==> config.mk <==
export PLATFORM = sky130hd
export DESIGN_NAME = uart_rx_param
export DESIGN_NICKNAME = d
export VERILOG_FILES = /design/src/rtl/uart_pkg.sv /design/src/rtl/uart_rx_baud_gen.sv /design/src/rtl/uart_rx_param.sv
export SDC_FILE = /design/constraint.sdc
export NUM_CORES = 1
export LEC_CHECK = 0
export ABC_AREA = 1
export BUFFER_PORTS_ARGS = -buffer_cell sky130_fd_sc_hd__buf_2
export CAP_MARGIN = 20
export CORE_MARGIN = 8
export CORE_UTILIZATION = 61
export DETAILED_ROUTE_END_ITERATION = 10
export PLACE_DENSITY = 0.8
export SKIP_CTS_REPAIR_TIMING = 1
export SYNTH_ARGS = -nofsm -noshare
export SYNTH_HDL_FRONTEND = slang
export SYNTH_SLANG_ARGS = --single-unit
==> constraint.sdc <==
create_clock -name clk -period 2.7 [get_ports clk]
set_input_delay 0.54 -clock clk [delete_from_list [all_inputs] [get_ports clk]]
set_output_delay 0.54 -clock clk [all_outputs]
set_load 0.02 [all_outputs]
==> src/rtl/uart_pkg.sv <==
// Shared definitions for the parametrised UART receiver: parity-mode
// encodings, receiver FSM states and the 3-sample majority vote.
package uart_pkg;

    localparam logic [1:0] PAR_NONE = 2'b00;
    localparam logic [1:0] PAR_EVEN = 2'b01;
    localparam logic [1:0] PAR_ODD  = 2'b10;

    typedef enum logic [2:0] {
        S_IDLE,
        S_START,
        S_DATA,
        S_PARITY,
        S_STOP1,
        S_STOP2,
        S_BREAK
    } rx_state_t;

    function automatic logic majority3(input logic a, input logic b, input logic c);
        return (a & b) | (a & c) | (b & c);
    endfunction

endpackage

==> src/rtl/uart_rx_baud_gen.sv <==
// Sample-tick generator: down-counter reloaded with i_div, one-cycle tick
// at terminal count, so ticks are i_div+1 clocks apart. i_restart reloads
// the counter so the tick phase is aligned to the detected start edge.
module uart_rx_baud_gen #(
    parameter int DIV_W = 12
) (
    input  logic             i_clk,
    input  logic             i_rst_n,
    input  logic             i_restart,
    input  logic [DIV_W-1:0] i_div,
    output logic             o_tick
);

    logic [DIV_W-1:0] r_cnt;
    logic             w_tc;

    assign w_tc   = (r_cnt == '0);
    assign o_tick = w_tc & ~i_restart;

    // Free-running down-counter with reload at terminal count or restart
    always_ff @(posedge i_clk or negedge i_rst_n) begin
        if (!i_rst_n) begin
            r_cnt <= '0;
        end else if (i_restart || w_tc) begin
            r_cnt <= i_div;
        end else begin
            r_cnt <= r_cnt - DIV_W'(1);
        end
    end

endmodule

==> src/rtl/uart_rx_param.sv <==
// Parametrised UART receiver with oversampling, majority vote, optional
// parity, 1/2 stop bits and a one-word valid/ready holding register.
// Optional feature macro: UART_RX_BREAK_DET_EN (adds break_det output and
// suppresses all-zero frames instead of delivering them as framing errors).
//
// state    | meaning
// ---------+-----------------------------------------------------------
// S_IDLE   | line idle, waiting for synchronised 1->0 edge
// S_START  | validating start bit at mid-bit (high majority = glitch)
// S_DATA   | sampling DATA_W data bits, LSB first
// S_PARITY | sampling parity bit (even/odd modes only)
// S_STOP1  | sampling first stop bit
// S_STOP2  | sampling second stop bit (stop2 latched high)
// S_BREAK  | break seen, waiting for one full bit time of line high
module uart_rx_param
    import uart_pkg::*;
#(
    parameter int DATA_W = 8,
    parameter int OVS    = 16,
    parameter int DIV_W  = 12
) (
    input  logic              clk,
    input  logic              reset,
    input  logic              rx_in,
    input  logic [DIV_W-1:0]  baud_div,
    input  logic [1:0]        parity_mode,
    input  logic              stop2,
    output logic [DATA_W-1:0] rx_data,
    output logic              rx_valid,
    input  logic              rx_ready,
    output logic              parity_err,
    output logic              frame_err,
    output logic              overrun,
    output logic              busy
`ifdef UART_RX_BREAK_DET_EN
    ,
    output logic              break_det
`endif
);

    localparam int IDX_W = $clog2(OVS);
    localparam int BIT_W = $clog2(DATA_W + 1);
    localparam int BRK_W = IDX_W + 1;

    // Tick index 1 is the first tick after the start edge, so the three
    // votes straddle the middle of every bit.
    localparam logic [IDX_W-1:0] IDX_S0   = IDX_W'(OVS / 2 - 1);
    localparam logic [IDX_W-1:0] IDX_S1   = IDX_W'(OVS / 2);
    localparam logic [IDX_W-1:0] IDX_S2   = IDX_W'(OVS / 2 + 1);
    localparam logic [IDX_W-1:0] IDX_LAST = IDX_W'(OVS - 1);
    localparam logic [BIT_W-1:0] BIT_LAST = BIT_W'(DATA_W - 1);
    localparam logic [BRK_W-1:0] BRK_FULL = BRK_W'(OVS);

    rx_state_t          r_state;
    rx_state_t          w_state_nxt;

    logic               r_sync1;
    logic               r_sync2;
    logic               r_rx_prev;
    logic               w_rx;
    logic               w_start_edge;

    logic [DIV_W-1:0]   r_baud_div;
    logic [1:0]         r_par_mode;
    logic               r_stop2;
    logic [DIV_W-1:0]   w_div;

    logic               w_tick;
    logic [IDX_W-1:0]   r_idx;
    logic               r_s0;
    logic               r_s1;
    logic               w_mid;
    logic               w_maj;

    logic [DATA_W-1:0]  r_shift;
    logic [BIT_W-1:0]   r_bit_cnt;
    logic               r_par_bit;
    logic               r_stop_low;
    logic [BRK_W-1:0]   r_brk_cnt;

    logic               w_par_en;
    logic               w_par_err;
    logic               w_frm_err;
    logic               w_final;
    logic               w_brk_frame;

    logic               w_restart;
    logic               w_load;
    logic               w_brk_set;

    logic [DATA_W-1:0]  r_rx_data;
    logic               r_rx_valid;
    logic               r_parity_err;
    logic               r_frame_err;
    logic               r_overrun;

    assign w_rx         = r_sync2;
    assign w_start_edge = r_rx_prev & ~w_rx;

    // Two-flop synchroniser plus one delay stage for edge detection
    always_ff @(posedge clk or negedge reset) begin
        if (!reset) begin
            r_sync1   <= 1'b1;
            r_sync2   <= 1'b1;
            r_rx_prev <= 1'b1;
        end else begin
            r_sync1   <= rx_in;
            r_sync2   <= r_sync1;
            r_rx_prev <= r_sync2;
        end
    end

    // Frame configuration snapshot taken at the start edge
    always_ff @(posedge clk or negedge reset) begin
        if (!reset) begin
            r_baud_div <= '0;
            r_par_mode <= PAR_NONE;
            r_stop2    <= 1'b0;
        end else if (w_restart) begin
            r_baud_div <= baud_div;
            r_par_mode <= parity_mode;
            r_stop2    <= stop2;
        end
    end

    // Live divisor while idle so the restart load uses the new value
    assign w_div = (r_state == S_IDLE) ? baud_div : r_baud_div;

    uart_rx_baud_gen #(
        .DIV_W (DIV_W)
    ) u_baud_gen (
        .i_clk     (clk),
        .i_rst_n   (reset),
        .i_restart (w_restart),
        .i_div     (w_div),
        .o_tick    (w_tick)
    );

    // Tick position within the current bit and the two early votes
    always_ff @(posedge clk or negedge reset) begin
        if (!reset) begin
            r_idx <= '0;
            r_s0  <= 1'b1;
            r_s1  <= 1'b1;
        end else if (w_restart) begin
            r_idx <= IDX_W'(1);
        end else if (w_tick) begin
            r_idx <= (r_idx == IDX_LAST) ? '0 : r_idx + IDX_W'(1);
            if (r_idx == IDX_S0) r_s0 <= w_rx;
            if (r_idx == IDX_S1) r_s1 <= w_rx;
        end
    end

    assign w_mid    = w_tick && (r_idx == IDX_S2);
    assign w_maj    = majority3(r_s0, r_s1, w_rx);

    assign w_par_en  = (r_par_mode == PAR_EVEN) || (r_par_mode == PAR_ODD);
    assign w_par_err = w_par_en & ((^{r_shift, r_par_bit}) ^ (r_par_mode == PAR_ODD));
    assign w_frm_err = r_stop_low | ~w_maj;
    assign w_final   = w_mid && (((r_state == S_STOP1) && !r_stop2) || (r_state == S_STOP2));

`ifdef UART_RX_BREAK_DET_EN
    assign w_brk_frame = (r_shift == '0) && !(w_par_en && r_par_bit) && !w_maj &&
                         !(r_stop2 && !r_stop_low);
`else
    assign w_brk_frame = 1'b0;
`endif

    // State register
    always_ff @(posedge clk or negedge reset) begin
        if (!reset) begin
            r_state <= S_IDLE;
        end else begin
            r_state <= w_state_nxt;
        end
    end

    // Next-state decode and per-frame strobes
    always_comb begin
        w_state_nxt = r_state;
        w_restart   = 1'b0;
        w_load      = 1'b0;
        w_brk_set   = 1'b0;
        case (r_state)
            S_IDLE: begin
                if (w_start_edge) begin
                    w_restart   = 1'b1;
                    w_state_nxt = S_START;
                end
            end
            S_START: begin
                if (w_mid) w_state_nxt = w_maj ? S_IDLE : S_DATA;
            end
            S_DATA: begin
                if (w_mid && (r_bit_cnt == BIT_LAST))
                    w_state_nxt = w_par_en ? S_PARITY : S_STOP1;
            end
            S_PARITY: begin
                if (w_mid) w_state_nxt = S_STOP1;
            end
            S_STOP1, S_STOP2: begin
                if (w_final) begin
                    if (w_brk_frame) begin
                        w_brk_set   = 1'b1;
                        w_state_nxt = S_BREAK;
                    end else begin
                        w_load      = 1'b1;
                        w_state_nxt = S_IDLE;
                    end
                end else if (w_mid) begin
                    w_state_nxt = S_STOP2;
                end
            end
            S_BREAK: begin
                if (r_brk_cnt == BRK_FULL) w_state_nxt = S_IDLE;
            end
            default: w_state_nxt = S_IDLE;
        endcase
    end

    // Frame datapath: data shifter, bit count, parity and stop samples
    always_ff @(posedge clk or negedge reset) begin
        if (!reset) begin
            r_shift    <= '0;
            r_bit_cnt  <= '0;
            r_par_bit  <= 1'b0;
            r_stop_low <= 1'b0;
        end else if (w_restart) begin
            r_bit_cnt  <= '0;
            r_par_bit  <= 1'b0;
            r_stop_low <= 1'b0;
        end else if (w_mid) begin
            case (r_state)
                S_DATA: begin
                    r_shift   <= {w_maj, r_shift[DATA_W-1:1]};
                    r_bit_cnt <= r_bit_cnt + BIT_W'(1);
                end
                S_PARITY: r_par_bit  <= w_maj;
                S_STOP1:  r_stop_low <= ~w_maj;
                default:  ;
            endcase
        end
    end

    // Consecutive high ticks while recovering from a break
    always_ff @(posedge clk or negedge reset) begin
        if (!reset) begin
            r_brk_cnt <= '0;
        end else if (r_state != S_BREAK) begin
            r_brk_cnt <= '0;
        end else if (w_tick) begin
            if (!w_rx) begin
                r_brk_cnt <= '0;
            end else if (r_brk_cnt != BRK_FULL) begin
                r_brk_cnt <= r_brk_cnt + BRK_W'(1);
            end
        end
    end

    // Holding register: load, drop-on-full with overrun, handshake release
    always_ff @(posedge clk or negedge reset) begin
        if (!reset) begin
            r_rx_data    <= '0;
            r_rx_valid   <= 1'b0;
            r_parity_err <= 1'b0;
            r_frame_err  <= 1'b0;
            r_overrun    <= 1'b0;
        end else begin
            if (w_load && !(r_rx_valid && !rx_ready)) begin
                r_rx_data    <= r_shift;
                r_parity_err <= w_par_err;
                r_frame_err  <= w_frm_err;
                r_rx_valid   <= 1'b1;
            end else if (r_rx_valid && rx_ready) begin
                r_rx_valid   <= 1'b0;
            end

            if (w_load && r_rx_valid && !rx_ready) begin
                r_overrun <= 1'b1;
            end else if (r_rx_valid && rx_ready) begin
                r_overrun <= 1'b0;
            end
        end
    end

`ifdef UART_RX_BREAK_DET_EN
    logic r_break_det;

    // One-clock break indication
    always_ff @(posedge clk or negedge reset) begin
        if (!reset) begin
            r_break_det <= 1'b0;
        end else begin
            r_break_det <= w_brk_set;
        end
    end

    assign break_det = r_break_det;
`endif

    assign rx_data    = r_rx_data;
    assign rx_valid   = r_rx_valid;
    assign parity_err = r_parity_err;
    assign frame_err  = r_frame_err;
    assign overrun    = r_overrun;
    assign busy       = (r_state != S_IDLE);

endmodule

==> results of run 1 <==
## cells in the final DEF, fill, tap and decap left out, types with 4 or more instances in the layout
cell,count
clkbuf_1,4
a21oi_1,7
dfstp_2,5
dfrtp_1,65
ha_1,8
inv_1,53
nor2_2,5
inv_2,4
nand3_1,18
o21ai_0,49
nor2_1,27
buf_2,31
a31oi_1,4
xor2_1,8
clkbuf_8,11
xnor2_1,5
o211ai_1,5
nand2_1,133
o21ai_2,7
nor3_1,6
## registers in the layout, summed over array words and instances (netlist names), 2 cells and up
signal	count
r_idx	4
r_baud_div	12
r_state	3
rx_data	8
r_bit_cnt	4
r_brk_cnt	5
r_shift	8
r_par_mode	2
u_baud_gen.r_cnt	12
## final cells by class
type | count | area share (%)
clock buffers | 15 | 4.13
clock inverters | 1 | 0.186
inverters | 58 | 5.41
multi-input cells | 308 | 39.6
flip-flops and latches | 70 | 43.6
well taps | 75 | 2.33
repair buffers | 34 | 4.72
## worst register-to-register path, delay by kind of cell, from the launching register on
family	cells	cell delay [ns]
AND/OR/NAND/NOR	4	0.59
buffers and inverters	3	0.68
flip-flops	1	0.52
AO/OA/AOI/OAI	1	0.07
## worst min path at each step
stage	startpoint	endpoint	slack, ns
after global placement	r_sync1$_DFF_PN1_	r_sync2$_DFF_PN1_	0.35
after global routing	reset	rx_data[5]$_DFFE_PN0P_	0.23
after CTS	reset	rx_data[5]$_DFFE_PN0P_	0.23
after detailed placement	r_sync1$_DFF_PN1_	r_sync2$_DFF_PN1_	0.35
after floorplan	reset	frame_err$_DFFE_PN0P_	0.24
final	reset	rx_data[5]$_DFFE_PN0P_	0.22
## power breakdown
group	internal, mW	total, mW	leakage [nW]	switching [mW]
clock network	0.386	0.766	0.0840	0.380
registers	1.28	1.43	0.899	0.155
logic	0.352	1.07	1.02	0.714
total	2.02	3.26	2.00	1.25
## cell families (layout without fill, tap and decap cells)
group / count (synthesis) / in the layout / synth area share [%]
simple gates: 205 / 205 / 24.9
xor+xnor: 13 / 13 / 3.14
flops: 70 / 70 / 48.5
fa+ha+maj: 8 / 8 / 2.76
compound gates: 82 / 82 / 13.1
buf+inv: 68 / 108 / 7.59
## metal layers
metal	wire length, um	vias to the layer above	part of all wire (%)
met2	3650	62	47
met4	157	0	2.0
met3	350	13	4.6
li1	-	1500	-
met1	3520	1389	46
met5	0	-	0
## metrics by stage
step           area [um^2]  setup slack [ns]  power (mW)  instances
2_1_floorplan         3630              1.07        2.21        446
3_3_place_gp          3850             0.832        2.44        545
3_5_place_dp          3850             0.768        2.49        545
4_1_cts               4030             0.615        3.27        561
5_1_grt               4030             0.529        3.49        561
6_report              4030             0.618        3.26        561
==> qor.yml, run 1 <==
timing:
  slew-limit-headroom_pct: 60.3
  hold_viol: 0
  worst_slew_pin_slew_ns: 0.590
  hold_ws_ns: 0.218
  slew_violations: 0
  min_period_ns: 2.08
  setup-violations-final: 0
  setup_tns_ns: 0
  max_freq_ghz: 0.480
  rsz0062_at_grt: "false"
  fin_crit_sh_pct: 77.1
  finClkSkew_ns: 0.00939
global_routing:
  grt_pass1_vias: 2872
  grt_usage_pct: 18.7
  antenna_found_initial: 0
  grt_overflow: 0
  grtUsageMet2_pct: 30.9
  grt_max_degree: 71
  grt_pass1_wl_um: 13000
  busiest_layer: "met2"
  grt.met1_usage_pct: 22.9
  met3_usage_pct: 3.85
route:
  wl_per_cell_um: 13.7
  drtAntennaViolNets: 0
  num_vias: 2964
  vias_per_cell: 5.28
  dr.pass1.iters: 4
  drc: 0
  drt_iter0_markers: 149
  routed_wl_um: 7680
synth:
  synth_common_cells: "133 x nand2_1, 65 x dfrtp_1, 53 x inv_1"
  ys_ff_latch: 70
  syn_inst: 446
  yosys.area.top_type: "dfrtp_1"
  syn_area_per_cell_um2: 8.13
  synth_area_leaders: "dfrtp_1 45%, nand2_1 14%, o21ai_0 6.8%, inv_1 5.5%, dfstp_2 3.6%"
  synth.most_common_cell: "nand2_1"
  ys_async_sr_fraction_pct: 100
  ys_seq_area_share_pct: 48.5
  synth_area_mm2: 0.00363
  yosys_warnings: 0
  ys.flop_type: "dfrtp_1"
  yosys.area.top_type_share_pct: 44.8
  synth_cell_types: 38
  synth_edf_count: 0
  synth_nets: 473
setup_path:
  r2r_cells: 8
  path_cells: "nor2_2 > nand2_2 > buf_2"
  worst-path-buf-inv: 1
  cpMaxStageDelayCell: "dfrtp_1"
  crit_start: "r_state[0]$_DFFE_PN0P_"
  required_ns: 2.16
  crit_arrival_ns: 1.54
  cp_slowest_stage_delay_ns: 0.48
  reg2reg_from: "r_rx_prev$_DFF_PN1_"
  cp-start-kind: "flop"
  path_max_fanout: 19
  critPathTopFamily: "flip-flops"
  worstSetupEndpointType: "output port"
  regToRegSetupSlack_ns: 0.74
  path_depth: 3
  path_class: "flop to output port"
  endpoint: "busy"
  r2r-end: "r_par_bit$_DFFE_PN0P_"
final_layout:
  drive_gt1_share_pct: 16.3
  multi_input_area_mm2: 0.00159
  final_net_count: 508
  regArea_mm2: 0.00176
  fillCellCount: 497
  diodes: 0
  syn2layout_area_growth_pct: 11.0
  fin_util_pct: 68.8
place:
  dp_hpwl_um: 5530
  place_congestion: 0.886
  io_buffers: 31
floorplanning:
  core.rowCount: 28
  io_pins: 32
  die_h_um: 93.1
  core_mm2: 0.00585
  die_w_um: 93.1
  initial_core_util_pct: 62.0
  dieArea_mm2: 0.00867
clocking:
  clk_latency_ns: 0.34
  cts-root-to-sink-buffers: 2
  cts_root_buffer: "clkbuf_8"
  cts-buffers-inserted: 9
  htreeDepth: 3
  cts_sinks: 70
  path_clk_slew_ns: 0.07
  tritoncts: "yes"
hold_path:
  hp-class: "input pin to asynchronous set/reset pin"
power:
  power_density_mw_per_mm2: 811
  peakVddDrop_mv: 0.486
  power_leakage_nw: 2.00
outcome:
  status: "complete, no violations"
run:
  drv_cap: 0
No activity file was read; power rests on OpenSTA's default activity.
==> run 2, diff against run 1 <==
--- a/config.mk
+++ b/config.mk
@@ -9,9 +9,9 @@
 export BUFFER_PORTS_ARGS = -buffer_cell sky130_fd_sc_hd__buf_2
 export CAP_MARGIN = 20
 export CORE_MARGIN = 8
-export CORE_UTILIZATION = 61
+export CORE_UTILIZATION = 59
 export DETAILED_ROUTE_END_ITERATION = 10
-export PLACE_DENSITY = 0.8
+export PLACE_DENSITY = 0.78
 export SKIP_CTS_REPAIR_TIMING = 1
 export SYNTH_ARGS = -nofsm -noshare
 export SYNTH_HDL_FRONTEND = slang
==> constraint.sdc (replaced) <==
create_clock -name clk -period 2.01 [get_ports clk]
set_input_delay 0.402 -clock clk [delete_from_list [all_inputs] [get_ports clk]]
set_output_delay 0.402 -clock clk [all_outputs]
set_load 0.02 [all_outputs]
==> run 2 against run 1 <==
  * Setup slack got worse by 0.55 ns
  * Critical path depth grew 6
  * Clock-buffer cell count down 5
  * Register-to-register slack got worse by 0.67 ns
  * Power is 46% higher
  * Clock power increased by 78%
  * Critical endpoint is now r_s0$_DFFE_PN1P_
==> qor.yml, run 2 (synthesis results as in run 1) <==
outcome:
  status: "complete, no violations"  # unchanged
setup_path:
  path_max_fanout: 7  # was 19
  crit_start: "u_baud_gen.r_cnt[0]$_DFF_PN0_"  # was r_state[0]$_DFFE_PN0P_
  reg2reg_from: "u_baud_gen.r_cnt[0]$_DFF_PN0_"  # was r_rx_prev$_DFF_PN1_
  r2r_cells: 9  # was 8
  regToRegSetupSlack_ns: 0.07  # was 0.74 ns
  required_ns: 2.30  # was 2.16 ns
  path_class: "flop to flop"  # was flop to output port
  cp-start-kind: "flop"  # unchanged
  crit_arrival_ns: 2.23  # was 1.54 ns
  r2r-end: "r_s0$_DFFE_PN1P_"  # was r_par_bit$_DFFE_PN0P_
  worstSetupEndpointType: "flop"  # was output port
clocking:
  htreeDepth: 3  # unchanged
  cts-buffers-inserted: 9  # unchanged
  clk_latency_ns: 0.36  # was 0.34 ns
  path_clk_slew_ns: 0.08  # was 0.07 ns
  cts_root_buffer: "clkbuf_8"  # unchanged
  tritoncts: "yes"  # unchanged
  cts_sinks: 70  # unchanged
  cts-root-to-sink-buffers: 2  # unchanged
global_routing:
  grt_overflow: 0  # unchanged
  grt_pass1_wl_um: 13100  # was 13000 um
  grt_max_degree: 71  # unchanged
  antenna_found_initial: 0  # unchanged
  grt_usage_pct: 18.7  # about the same
  grt_pass1_vias: 2908  # was 2872
route:
  drtAntennaViolNets: 0  # unchanged
  drc: 0  # unchanged
  wl_per_cell_um: 14.0  # was 13.7 um
  routed_wl_um: 8000  # was 7680 um
  num_vias: 3047  # was 2964
  vias_per_cell: 5.33  # was 5.28
  drt_iter0_markers: 152  # was 149
  dr.pass1.iters: 4  # unchanged
final_layout:
  diodes: 0  # unchanged
  drive_gt1_share_pct: 18.9  # was 16.3%
  final_net_count: 519  # was 508
  layout_commonest_cell: "nand2_1"  # unchanged
  final_cell_area_mm2: 0.00419  # was 0.00403 mm^2
  syn2layout_area_growth_pct: 15.4  # was 11.0%
  top_regs: "r_baud_div x12, u_baud_gen.r_cnt x12"  # unchanged
  mostFrequentLayoutCells: "133 x nand2_1, 65 x dfrtp_1, 53 x inv_1"  # unchanged
floorplanning:
  die_h_um: 94.4  # was 93.1 um
  die_w_um: 94.4  # was 93.1 um
  dieArea_mm2: 0.00891  # was 0.00867 mm^2
  io_pins: 32  # unchanged
  core.rowCount: 28  # unchanged
  core_mm2: 0.00592  # was 0.00585 mm^2
  initial_core_util_pct: 61.3  # was 62.0%
place:
  io_buffers: 31  # unchanged
  place_congestion: 0.914  # was 0.886
  dp_hpwl_um: 5440  # was 5530 um
  place_area_mm2: 0.00389  # was 0.00385 mm^2
timing:
  fin_crit_sh_pct: 96.5
  rsz0062_at_grt: "false"  # unchanged
  setup_tns_ns: 0  # unchanged
  hold_viol: 0  # unchanged
  slew_violations: 0  # unchanged
  worst_slew_pin_slew_ns: 0.568  # was 0.590 ns
  setup-violations-final: 0  # unchanged
  finClkSkew_ns: 0.0120  # was 0.00939 ns
  slew-limit-headroom_pct: 61.8  # was 60.3%
  max_freq_ghz: 0.516
  min_period_ns: 1.94
run:
  drv_cap: 0  # unchanged
hold_path:
  hp-class: "input pin to asynchronous set/reset pin"  # unchanged
power:
  peakVddDrop_mv: 0.683  # was 0.486 mV
  power_leakage_nw: 2.08  # was 2.00 nW
  power_density_mw_per_mm2: 1130  # was 811 mW/mm^2
-- run 2: changes by cell type in the layout (fill, tap and decap cells not counted) --
cell | previous run | this run
clkinvlp_4 | 1 | 2
clkbuf_8 | 11 | 9
nand3_4 | 2 | 3
bufinv_16 | 0 | 3
ha_1 | 8 | 7
clkinv_2 | 0 | 1
clkbuf_1 | 4 | 1
ha_2 | 0 | 1
buf_4 | 2 | 12
-- run 2: through the flow --
stage	util (%)	power (mW)	instances	hold slack (ns)	setup slack, ns
after floorplan	-	2.97	446	0.106	0.381
after global placement	65.7	3.31	550	0.350	0.247
after detailed placement	65.7	3.38	550	0.347	0.117
after CTS	69.7	4.73	566	0.0803	0.106
after global routing	70.7	5.07	572	0.0853	0.00908
final	70.7	4.75	572	0.0490	0.0708
-- run 2: worst max path at each step --
stage	end	slack, ns	depth (start not counted)
after floorplan	rx_data[0]$_DFFE_PN0P_	0.38	10
after global placement	parity_err$_DFFE_PN0P_	0.25	10
after detailed placement	rx_data[0]$_DFFE_PN0P_	0.12	10
after CTS	parity_err$_DFFE_PN0P_	0.11	10
after global routing	parity_err$_DFFE_PN0P_	0.009	10
final	r_s0$_DFFE_PN1P_	0.07	9
-- run 2: layer usage --
| metal | vias up | share of wire [%] | track usage (%) |
|---|---|---|---|
| li1 | 1521 | - | - |
| met1 | 1438 | 45 | 22.8 |
| met4 | 0 | 2.0 | 10.2 |
| met3 | 14 | 4.3 | 4.29 |
| met5 | - | 0 | 0 |
| met2 | 74 | 49 | 30.0 |
-- run 2: worst max-delay path: stages (launching register included) --
cell and delay [ns]:
dfrtp_1 0.41, inv_1 0.09, ha_2 0.21, nand2_2 0.08, nor2_4 0.17, nand3_4 0.16, buf_4 0.17, nor3_1 0.30
nand2_1 0.16, o21a_1 0.14
-- run 2: layout make-up --
type                       count  area (um^2)
sequential                    70         1760
fill                         458         1730
multi-input combinational    309         1610
timing repair buffer          44          265
inverter                      58          218
clock buffer                  10          128
clock inverter                 6          110
tap                           75         93.8
-- run 2: report_power, final --
group / leakage (nW) / total, mW / internal (mW) / switching [mW]
registers: 0.899 / 1.91 / 1.72 / 0.199
clock network: 0.112 / 1.36 / 0.822 / 0.542
logic: 1.07 / 1.47 / 0.516 / 0.957
total: 2.08 / 4.75 / 3.05 / 1.70
==> run 3, diff against run 2 <==
--- a/config.mk
+++ b/config.mk
@@ -8,8 +8,10 @@
 export ABC_AREA = 1
 export BUFFER_PORTS_ARGS = -buffer_cell sky130_fd_sc_hd__buf_2
 export CAP_MARGIN = 20
+export CELL_PAD_IN_SITES_DETAIL_PLACEMENT = 1
+export CELL_PAD_IN_SITES_GLOBAL_PLACEMENT = 1
 export CORE_MARGIN = 8
-export CORE_UTILIZATION = 59
+export CORE_UTILIZATION = 44
 export DETAILED_ROUTE_END_ITERATION = 10
 export PLACE_DENSITY = 0.78
 export SKIP_CTS_REPAIR_TIMING = 1
==> run 3 against run 2 <==
  * Power decreased by 2.2%
  * Clock-buffer cell count grew 3
  * Critical path depth fell by 5
  * Sequential share of layout area down 0.29 points
  * Core utilization shrank 19 points
  * Routed wire length is 17% higher
  * Critical path type is now flop to output port
  * Highest routed layer unchanged
==> qor.yml, run 3 (synthesis results as in run 1) <==
floorplanning:
  core.rowCount: 33  # was 28
  dieArea_mm2: 0.0114  # was 0.00891 mm^2
  die_w_um: 107  # was 94.4 um
  core_mm2: 0.00809  # was 0.00592 mm^2
  die_h_um: 107  # was 94.4 um
  initial_core_util_pct: 44.8  # was 61.3%
  io_pins: 32  # unchanged
route:
  wl_per_cell_um: 15.6  # was 14.0 um
  dr.pass1.iters: 4  # unchanged
  routed_wl_um: 9340  # was 8000 um
  num_vias: 3098  # was 3047
  drtAntennaViolNets: 0  # unchanged
  drc: 0  # unchanged
  vias_per_cell: 5.16  # was 5.33
  drt_iter0_markers: 75  # was 152
global_routing:
  grt_usage_pct: 17.3  # was 18.7%
  grt_pass1_vias: 3325  # was 2908
  grt_pass1_wl_um: 15900  # was 13100 um
  antenna_found_initial: 0  # unchanged
  grt_overflow: 0  # unchanged
  grt_max_degree: 26  # was 71
clocking:
  cts_root_buffer: "clkbuf_8"  # unchanged
  cts_sinks: 70  # unchanged
  tritoncts: "yes"  # unchanged
  clk_latency_ns: 0.34  # was 0.36 ns
  htreeDepth: 3  # unchanged
  cts-root-to-sink-buffers: 2  # unchanged
  path_clk_slew_ns: 0.08  # about the same
  cts-buffers-inserted: 9  # unchanged
setup_path:
  worst-path-buf-inv: 3  # was 2
  r2r_cells: 10  # was 9
  r2r-end: "frame_err$_DFFE_PN0P_"  # was r_s0$_DFFE_PN1P_
  critPathTopFamily: "buffers and inverters"  # was simple AND/OR/NAND/NOR gates
  cp_slowest_stage_delay_ns: 0.45  # was 0.41 ns
  regToRegSetupSlack_ns: 0.15  # was 0.07 ns
  crit_arrival_ns: 1.51  # was 2.23 ns
  path_cells: "inv_1 > nand2_2 > buf_4 > buf_2"  # was inv_1 > ha_2 > nand2_2 > nor2_4 > nand3_4 > buf_4 > nor3_1 > nand2_1 > o21a_1
  path_depth: 4  # was 9
  cpMaxStageDelayCell: "dfrtp_2"  # was dfrtp_1
  required_ns: 1.61  # was 2.30 ns
  path_max_fanout: 16  # was 7
  path_class: "flop to output port"  # was flop to flop
  reg2reg_from: "u_baud_gen.r_cnt[0]$_DFF_PN0_"  # unchanged
  cp-start-kind: "flop"  # unchanged
  worstSetupEndpointType: "output port"  # was flop
power:
  peakVddDrop_mv: 0.437  # was 0.683 mV
  power.total_mw: 4.65  # was 4.75 mW
  power_density_mw_per_mm2: 1100  # was 1130 mW/mm^2
  power_leakage_nw: 2.08  # about the same
place:
  dp_hpwl_um: 6740  # was 5440 um
  dp_slack_ns: 0.0969  # was 0.117 ns
  place_inst: 582  # was 550
  place_area_mm2: 0.00397  # was 0.00389 mm^2
  io_buffers: 31  # unchanged
  place_congestion: 0.836  # was 0.914
timing:
  finClkSkew_ns: 0.0111  # was 0.0120 ns
  slew-limit-headroom_pct: 59.8  # was 61.8%
  setup_tns_ns: 0  # unchanged
  worst_slew_pin_slew_ns: 0.597  # was 0.568 ns
  min_period_ns: 1.91  # was 1.94 ns
  slew_violations: 0  # unchanged
  hold_ws_ns: 0.0452  # was 0.0490 ns
  fin_crit_sh_pct: 95.2  # was 96.5%
  setup_slack_ns: 0.0970  # was 0.0708 ns
  max_freq_ghz: 0.523  # was 0.516 GHz
  hold_viol: 0  # unchanged
  setup-violations-final: 0  # unchanged
final_layout:
  regArea_mm2: 0.00176  # about the same
  fin_util_pct: 52.1  # was 70.7%
  layoutNonFillerInstCount: 600  # was 572
  syn2layout_area_growth_pct: 16.3  # was 15.4%
  diodes: 0  # unchanged
  drive_gt1_share_pct: 18.6  # was 18.9%
  final_net_count: 517  # was 519
  fillCellCount: 995  # was 458
  mostFrequentLayoutCells: "132 x nand2_1, 64 x dfrtp_1, 53 x inv_1"  # was 133 x nand2_1, 65 x dfrtp_1, 53 x inv_1
  final_cell_area_mm2: 0.00422  # was 0.00419 mm^2
  top_regs: "r_baud_div x12, u_baud_gen.r_cnt x12"  # unchanged
  multi_input_area_mm2: 0.00160  # was 0.00161 mm^2
  layout_commonest_cell: "nand2_1"  # unchanged
outcome:
  status: "complete, no violations"  # unchanged
hold_path:
  hp-class: "input pin to asynchronous set/reset pin"  # unchanged
run:
  drv_cap: 0  # unchanged
==> run 3: changes by cell type in the layout (fill, tap and decap cells not counted), sizes merged <==
cell,change
bufinv,-2
clkbuf,+3
clkinvlp,-1
buf,-1
nand3,-1
==> run 3: final cells by class <==
class	instances	share of cell area, %
Sequential cell	70	41.7
Multi-Input combinational cell	308	38.0
Timing Repair Buffer	43	7.30
Inverter	58	5.16
Clock buffer	13	3.77
Tap cell	105	3.11
Clock inverter	3	1.01
==> run 3: per-layer routing <==
metal	vias up	track usage, %	wire [um]
met5	-	0	0
met4	0	6.53	185
met3	14	3.60	262
met2	33	28.2	4490
met1	1544	22.2	4400
li1	1507	-	-
==> run 3: how the worst max path moves through the flow <==
stage / start / endpoint / slack, ns
2_1_floorplan: u_baud_gen.r_cnt[0]$_DFF_PN0_ / rx_data[0]$_DFFE_PN0P_ / 0.38
3_3_place_gp: u_baud_gen.r_cnt[0]$_DFF_PN0_ / rx_data[0]$_DFFE_PN0P_ / 0.23
3_5_place_dp: u_baud_gen.r_cnt[0]$_DFF_PN0_ / rx_data[7]$_DFFE_PN0P_ / 0.1
4_1_cts: r_state[2]$_DFFE_PN0P_ / busy / 0.03
5_1_grt: u_baud_gen.r_cnt[0]$_DFF_PN0_ / rx_data[4]$_DFFE_PN0P_ / -0.009
6_report: r_state[2]$_DFFE_PN0P_ / busy / 0.1
==> run 3: power by group <==
group,internal [mW],switching [mW],total (mW),leakage (nW)
Clock,0.641,0.531,1.17,0.0996
Sequential,1.72,0.210,1.93,0.897
Combinational,0.532,1.01,1.55,1.09
